`src/rtl/deser_arb_pkg.sv`:
```
// Shared types and defaults for the deserializer input arbiter.
package deser_arb_pkg;

    typedef enum logic [1:0] {
        IDLE     = 2'd0,
        SHIFT    = 2'd1,
        DRAIN    = 2'd2,
        WAIT_ACK = 2'd3
    } arb_state_t;

    localparam int unsigned N_SRC_DEF         = 4;
    localparam int unsigned BITS_PER_WORD_DEF = 8;
    localparam int unsigned STALL_LIMIT_DEF   = 255;

    // Counter width that never collapses to zero bits.
    function automatic int unsigned cnt_width(input int unsigned n);
        return (n > 1) ? $clog2(n) : 1;
    endfunction

endpackage

```
`src/rtl/rr_picker.sv`:
```
// Round-robin search: first asserted request at or after ptr, wrapping.
module rr_picker
    import deser_arb_pkg::*;
#(
    parameter int unsigned N_SRC = N_SRC_DEF,
    parameter int unsigned ID_W  = cnt_width(N_SRC)
) (
    input  logic [N_SRC-1:0] req,
    input  logic [ID_W-1:0]  ptr,
    output logic             found,
    output logic [ID_W-1:0]  index
);

    // Scan N_SRC positions starting at ptr; the first hit wins.
    always_comb begin
        int unsigned idx;
        found = 1'b0;
        index = '0;
        idx   = 0;
        for (int unsigned k = 0; k < N_SRC; k++) begin
            idx = (32'(ptr) + k) % N_SRC;
            if (!found && req[ID_W'(idx)]) begin
                found = 1'b1;
                index = ID_W'(idx);
            end
        end
    end

endmodule

```
`src/rtl/deser_input_arbiter.sv`:
```
// Shares one bit-serial deserializer between N_SRC serial sources, one byte per grant.
module deser_input_arbiter
    import deser_arb_pkg::*;
#(
    parameter int unsigned N_SRC         = N_SRC_DEF,
    parameter int unsigned BITS_PER_WORD = BITS_PER_WORD_DEF,
    parameter int unsigned STALL_LIMIT   = STALL_LIMIT_DEF,
    parameter int unsigned ID_W          = cnt_width(N_SRC)
) (
    input  logic              clock_100KHZ,
    input  logic              reset,
    input  logic [N_SRC-1:0]  req_in,
    input  logic [N_SRC-1:0]  src_data_in,
    input  logic [N_SRC-1:0]  src_write_in,
    output logic [N_SRC-1:0]  grant_out,
    input  logic              deser_status_in,
    input  logic              deser_ready_in,
    input  logic              ack_in,
    output logic              deser_data_out,
    output logic              deser_write_out,
    output logic [ID_W-1:0]   src_id_out,
    output logic              tag_valid_out,
    output logic              busy_out,
    output logic              stall_err_out
);

    localparam int unsigned CNT_W   = cnt_width(BITS_PER_WORD);
    localparam int unsigned STALL_W = cnt_width(STALL_LIMIT + 1);

    arb_state_t         state, state_nx;
    logic [ID_W-1:0]    rr_ptr, rr_ptr_nx;
    logic [CNT_W-1:0]   bit_cnt, bit_cnt_nx;
    logic [STALL_W-1:0] stall_cnt, stall_cnt_nx;
    logic [N_SRC-1:0]   grant_nx;
    logic [ID_W-1:0]    src_id_nx;
    logic               tag_valid_nx;
    logic               stall_err_nx;
    logic               busy_nx;

    logic               pick_found;
    logic [ID_W-1:0]    pick_idx;
    logic               fwd_write;
    logic               last_bit;
    logic               grant_now;
    logic [ID_W-1:0]    owner_next;

    rr_picker #(
        .N_SRC (N_SRC),
        .ID_W  (ID_W)
    ) u_rr_picker (
        .req   (req_in),
        .ptr   (rr_ptr),
        .found (pick_found),
        .index (pick_idx)
    );

    // Owner strobe forwarding; src_id_out holds the owner while in SHIFT.
    always_comb begin
        fwd_write = 1'b0;
        if (state == SHIFT) begin
            fwd_write = src_write_in[src_id_out] & deser_status_in;
        end
    end

    assign deser_write_out = fwd_write;
    assign deser_data_out  = fwd_write & src_data_in[src_id_out];

    assign last_bit   = fwd_write && (bit_cnt == CNT_W'(BITS_PER_WORD - 1));
    assign grant_now  = deser_status_in && pick_found;
    assign owner_next = (src_id_out == ID_W'(N_SRC - 1)) ? '0 : src_id_out + ID_W'(1);

    // State register.
    always_ff @(posedge clock_100KHZ or posedge reset) begin
        if (reset) begin
            state <= IDLE;
        end else begin
            state <= state_nx;
        end
    end

    // Next-state logic.
    always_comb begin
        state_nx = state;
        case (state)
            IDLE:     if (grant_now)      state_nx = SHIFT;
            SHIFT:    if (last_bit)       state_nx = DRAIN;
            DRAIN:    if (deser_ready_in) state_nx = WAIT_ACK;
            WAIT_ACK: if (ack_in)         state_nx = IDLE;
            default:                      state_nx = IDLE;
        endcase
    end

    // Next values of counters, pointer and registered outputs.
    always_comb begin
        grant_nx     = grant_out;
        src_id_nx    = src_id_out;
        tag_valid_nx = tag_valid_out;
        stall_err_nx = stall_err_out;
        rr_ptr_nx    = rr_ptr;
        bit_cnt_nx   = bit_cnt;
        stall_cnt_nx = stall_cnt;
        busy_nx      = (state_nx != IDLE);
        case (state)
            IDLE: begin
                stall_cnt_nx = '0;
                if (grant_now) begin
                    grant_nx           = '0;
                    grant_nx[pick_idx] = 1'b1;
                    src_id_nx          = pick_idx;
                    bit_cnt_nx         = '0;
                end
            end
            SHIFT: begin
                if (fwd_write) begin
                    stall_cnt_nx = '0;
                    if (last_bit) begin
                        grant_nx   = '0;
                        bit_cnt_nx = '0;
                    end else begin
                        bit_cnt_nx = bit_cnt + CNT_W'(1);
                    end
                end else begin
                    // Saturating idle count; the flag is sticky and the grant is kept.
                    if (stall_cnt != STALL_W'(STALL_LIMIT)) begin
                        stall_cnt_nx = stall_cnt + STALL_W'(1);
                    end
                    if (stall_cnt == STALL_W'(STALL_LIMIT - 1)) begin
                        stall_err_nx = 1'b1;
                    end
                end
            end
            DRAIN: begin
                stall_cnt_nx = '0;
                if (deser_ready_in) begin
                    tag_valid_nx = 1'b1;
                end
            end
            WAIT_ACK: begin
                stall_cnt_nx = '0;
                if (ack_in) begin
                    tag_valid_nx = 1'b0;
                    rr_ptr_nx    = owner_next;
                end
            end
            default: begin
                stall_cnt_nx = '0;
            end
        endcase
    end

    // Datapath and output registers.
    always_ff @(posedge clock_100KHZ or posedge reset) begin
        if (reset) begin
            grant_out     <= '0;
            src_id_out    <= '0;
            tag_valid_out <= 1'b0;
            stall_err_out <= 1'b0;
            busy_out      <= 1'b0;
            rr_ptr        <= '0;
            bit_cnt       <= '0;
            stall_cnt     <= '0;
        end else begin
            grant_out     <= grant_nx;
            src_id_out    <= src_id_nx;
            tag_valid_out <= tag_valid_nx;
            stall_err_out <= stall_err_nx;
            busy_out      <= busy_nx;
            rr_ptr        <= rr_ptr_nx;
            bit_cnt       <= bit_cnt_nx;
            stall_cnt     <= stall_cnt_nx;
        end
    end

endmodule

```
`config.mk`:
```
export PLATFORM = sky130hd
export DESIGN_NAME = deser_input_arbiter
export DESIGN_NICKNAME = d
export VERILOG_FILES = /design/src/rtl/deser_arb_pkg.sv /design/src/rtl/rr_picker.sv /design/src/rtl/deser_input_arbiter.sv
export SDC_FILE = /design/constraint.sdc
export NUM_CORES = 1
export LEC_CHECK = 0
export CORE_MARGIN = 2
export CORE_UTILIZATION = 35
export DETAILED_ROUTE_END_ITERATION = 16
export GPL_TIMING_DRIVEN = 1
export PLACE_DENSITY = 0.68
export SETUP_SLACK_MARGIN = 0.02
export SLEW_MARGIN = 20
export SYNTH_ARGS = -nofsm -noshare
export SYNTH_HDL_FRONTEND = slang
export SYNTH_HIERARCHICAL = 1
export SYNTH_SLANG_ARGS = --single-unit
```
`constraint.sdc`:
```
create_clock -name clock_100KHZ -period 1.6 [get_ports clock_100KHZ]
set_clock_uncertainty 0.05 [all_clocks]
set_input_delay 0.32 -clock clock_100KHZ [delete_from_list [all_inputs] [get_ports clock_100KHZ]]
set_output_delay 0.32 -clock clock_100KHZ [all_outputs]
set_load 0.01 [all_outputs]
```
==> summary.md <==
| Metric | Value |
|---|---|
| Total power | `3.045 mW` |
| Number of synthesized flops with an enable pin | `0` |
| Failing checks | `negative setup slack` |
| # diodes | `0` |
| TritonCTS Sinks | `24` |
| HPWL reported at the end of detailed placement | `2341 um` |
| Post-synthesis async set-or-reset flop share | `100.0%` |
| Via density | `5.022` |
| First-pass GRT wire length | `5526 um` |
| PnR worst setup slack | `-0.2908 ns` |
| FMAX | `~530 MHz` |
| Initial antenna violation count | `0` |
| Placed insts | `219` |
| DRC | `0` |
| Dominant synthesized flop cell | `dfrtp_1` |
| Total of max-cap violations | `0` |
| Post-Syn Area | `1330 um2` |
| Mapped Nets | `157` |
| Crit path DAT | `between 1.5 and 2 ns` |
| H-tree levels | `1` |
| Drt total wl | `3222 um` |
| DRT Pass-1 Iters | `4` |
| Max-slew violation count | `0` |
| Post-Syn Instances | `between 100 and 150` |
| Post-layout util | `between 50% and 60%` |
| Num rows | `22` |
| GRT Total Usage | `around 17%` |
| Clock transition at path regs | `0.08 ns` |
| PortBufs | `27` |
| Yosys top cell area share | `45.16%` |
| Metal2 WL | `~1700 um` |
| Share of cells above drive strength 1 | `25.27%` |
| Largest net degree at the start of global routing | `25` |
| Non-filler instance count after layout | `230` |
| CTS tree | `done` |
| First DRT Iteration DRCs | `49` |
| Routed met3 length | `106 um` |
| Die ar. | `roughly 4300 um2` |
| Maximum vdd drop | `0.6632 mV` |
| CTS Hold Buffers Added | `0` |
| I/O Pins | `28` |
| Avg WL per Cell | `14.01 um` |
| Hold slack | `0.3360 ns` |
| Top Layer Used | `met4` |
| Worst-path fanout max | `4` |
| Vias in the first global route | `1,201` |
| Status | `finished with violations` |
| R2r setup slk | `-0.02 ns` |
| Routed length on met1 | `approximately 1400 um` |
| Setup TNS | `-0.5317 ns` |
| Final nets | `205` |
| Register bit total from synthesis | `24` |
| Die Y | `65.65 um` |
| Pwr per Cell Area | `1572 nW/um2` |
| Clock root buffer | `clkbuf_8` |
| Worst path required time | `approximately 1.2 ns` |
| Sequential area share after synthesis | `45.16%` |
| Die Wd | `65.65 um` |
| HP Class | `in2async` |
| Crit start category | `flip-flop` |
| Vias | `between 1,000 and 1,500` |
| RSZ-0062 raised after global routing | `yes` |
| Final Hold Fails | `0` |
| Area growth from synthesis to layout | `45.63%` |
| GRT overflow | `0` |
| Fin crit period | `1.891 ns` |
| Syn Area/Cell | `9.852 um2` |
| Bufs on Longest Clock Path | `2` |
| Fin crit share | `118.2%` |
| CP Capture Type | `output port` |
| Post-synth cell types | `41` |
| Post-synth top area cell | `dfrtp_1` |
| Core Box Area | `3661 um2` |
| Slew HR | `72.29%` |
| GPL Wtd Cong | `approximately 0.75` |
| Worst Tran Pin Value | `0.4147 ns` |
| Crit path kind | `reg2out` |
| Initial cell density of the core | `36.33%` |
| Setup Viol. Count Final | `4` |
| Top cells by area, synth | `dfrtp_1, nand2_1, ha_1, mux2i_1, inv_1` |
| CTS buffer count | `3` |
| Filler instances | `334` |
| Post-DRT Antenna Nets | `0` |
| LEAKAGE | `0.9539 nW` |
| Yosys warnings | `6` |
| Latest clock arrival within the worst-skew pair | `0.26 ns` |
layer usage:
metal | track usage (%) | up-vias
met5 | 0 | -
met3 | 2.568 | 4
li1 | - | 581
met2 | 29.67 | 25
met4 | 5.469 | 0
met1 | 20.52 | 545
report_power, final:
group / internal (mW) / total [mW] / switching (mW)
logic: 0.797 / 1.53 / 0.732
registers: 0.807 / 0.988 / 0.181
clock network: 0.334 / 0.528 / 0.193
total: 1.94 / 3.05 / 1.11
cell type report:
cell class | instances | area [um2] | area share, %
clock buffer | 3 | 41.29 | 2.132
clock inverter | 1 | 30.03 | 1.550
inverter | 10 | 37.54 | 1.938
multi-input combinational | 98 | 734.5 | 37.92
sequential | 24 | 601.8 | 31.07
tap | 48 | 60.06 | 3.101
timing repair buffer | 46 | 431.7 | 22.29
worst paths after layout:
check | startpoint | endpoint | depth (start not counted)
worst max register to register | src_id_out[0] | stall_cnt[3] | 6
min in group clock_100KHZ | grant_out[0] | grant_out[0] | 1
worst min register to register | grant_out[0] | grant_out[0] | 1
worst min-delay path | reset | stall_cnt[5] | 3
max in group asynchronous | reset | src_id_out[0] | 3
worst max-delay path | src_id_out[0] | deser_data_out | 3
per-stage QoR:
stage	worst slack [ns]	area [um2]
2_1_floorplan	0.01636	1335
3_3_place_gp	-0.5937	1733
3_5_place_dp	-0.6229	1733
4_1_cts	-0.2850	1902
5_1_grt	-0.3477	1937
6_report	-0.2908	1937
timing repair:
item / 4_1_cts / 5_1_grt
pin swaps: 7 / 3
gates cloned: 1 / 0
setup endpoints to repair: 18 / 22
resized for setup: 28 / 10
setup buffers: 5 / 2
cell families after synthesis:
group                    Yosys count  synth area share, %
AND/OR/NAND/NOR                   52                20.04
AO/OA/AOI/OAI                     30                16.65
flip-flops                        24                45.16
buffers and inverters             14                5.080
multiplexers                       8                7.056
adder cells (fa/ha/maj)            5                4.704
XOR/XNOR                           2                1.317
worst max-delay path: stages (launching register included):
cell,delay (ns)
dfrtp_2,0.43
mux4_2,0.52
and3_4,0.19
buf_6,0.11
synth_stat cells (2+ instances only):
| cell | instances |
|---|---|
| a211oi_2 | 2 |
| a31oi_1 | 5 |
| and3_1 | 3 |
| nor3_2 | 2 |
| nand2_1 | 18 |
| ha_1 | 5 |
| nand3_1 | 5 |
| o211ai_1 | 3 |
| nor2_1 | 9 |
| mux2i_1 | 6 |
| buf_6 | 2 |
| nand2b_1 | 3 |
| dfrtp_1 | 24 |
| nand4_1 | 3 |
| clkbuf_1 | 2 |
| inv_1 | 9 |
| o21ai_0 | 3 |
| and4_1 | 2 |
| a21oi_1 | 6 |
| nor3_1 | 2 |
layout by cell type, fill, tap and decap left out, types with 4 or more instances in the layout:
cell type	netlist	layout
clkdlybuf4s50_1	0	16
ha_1	5	5
nand3_1	5	4
buf_6	2	5
dfrtp_1	24	23
inv_1	9	9
a31oi_1	5	4
nor2_1	9	7
buf_4	0	15
dlygate4sd2_1	0	4
nand2_1	18	16
dlymetal6s2s_1	0	5
a21oi_1	6	5
mux2i_1	6	6
state kept, by name, indices dropped and copies added (netlist names):
register and flops:
bit_cnt 3, busy_out 1, grant_out 4, rr_ptr 2
src_id_out 2, stall_cnt 8, stall_err_out 1, state 2
tag_valid_out 1
No activity file was read; power rests on OpenSTA's default activity.
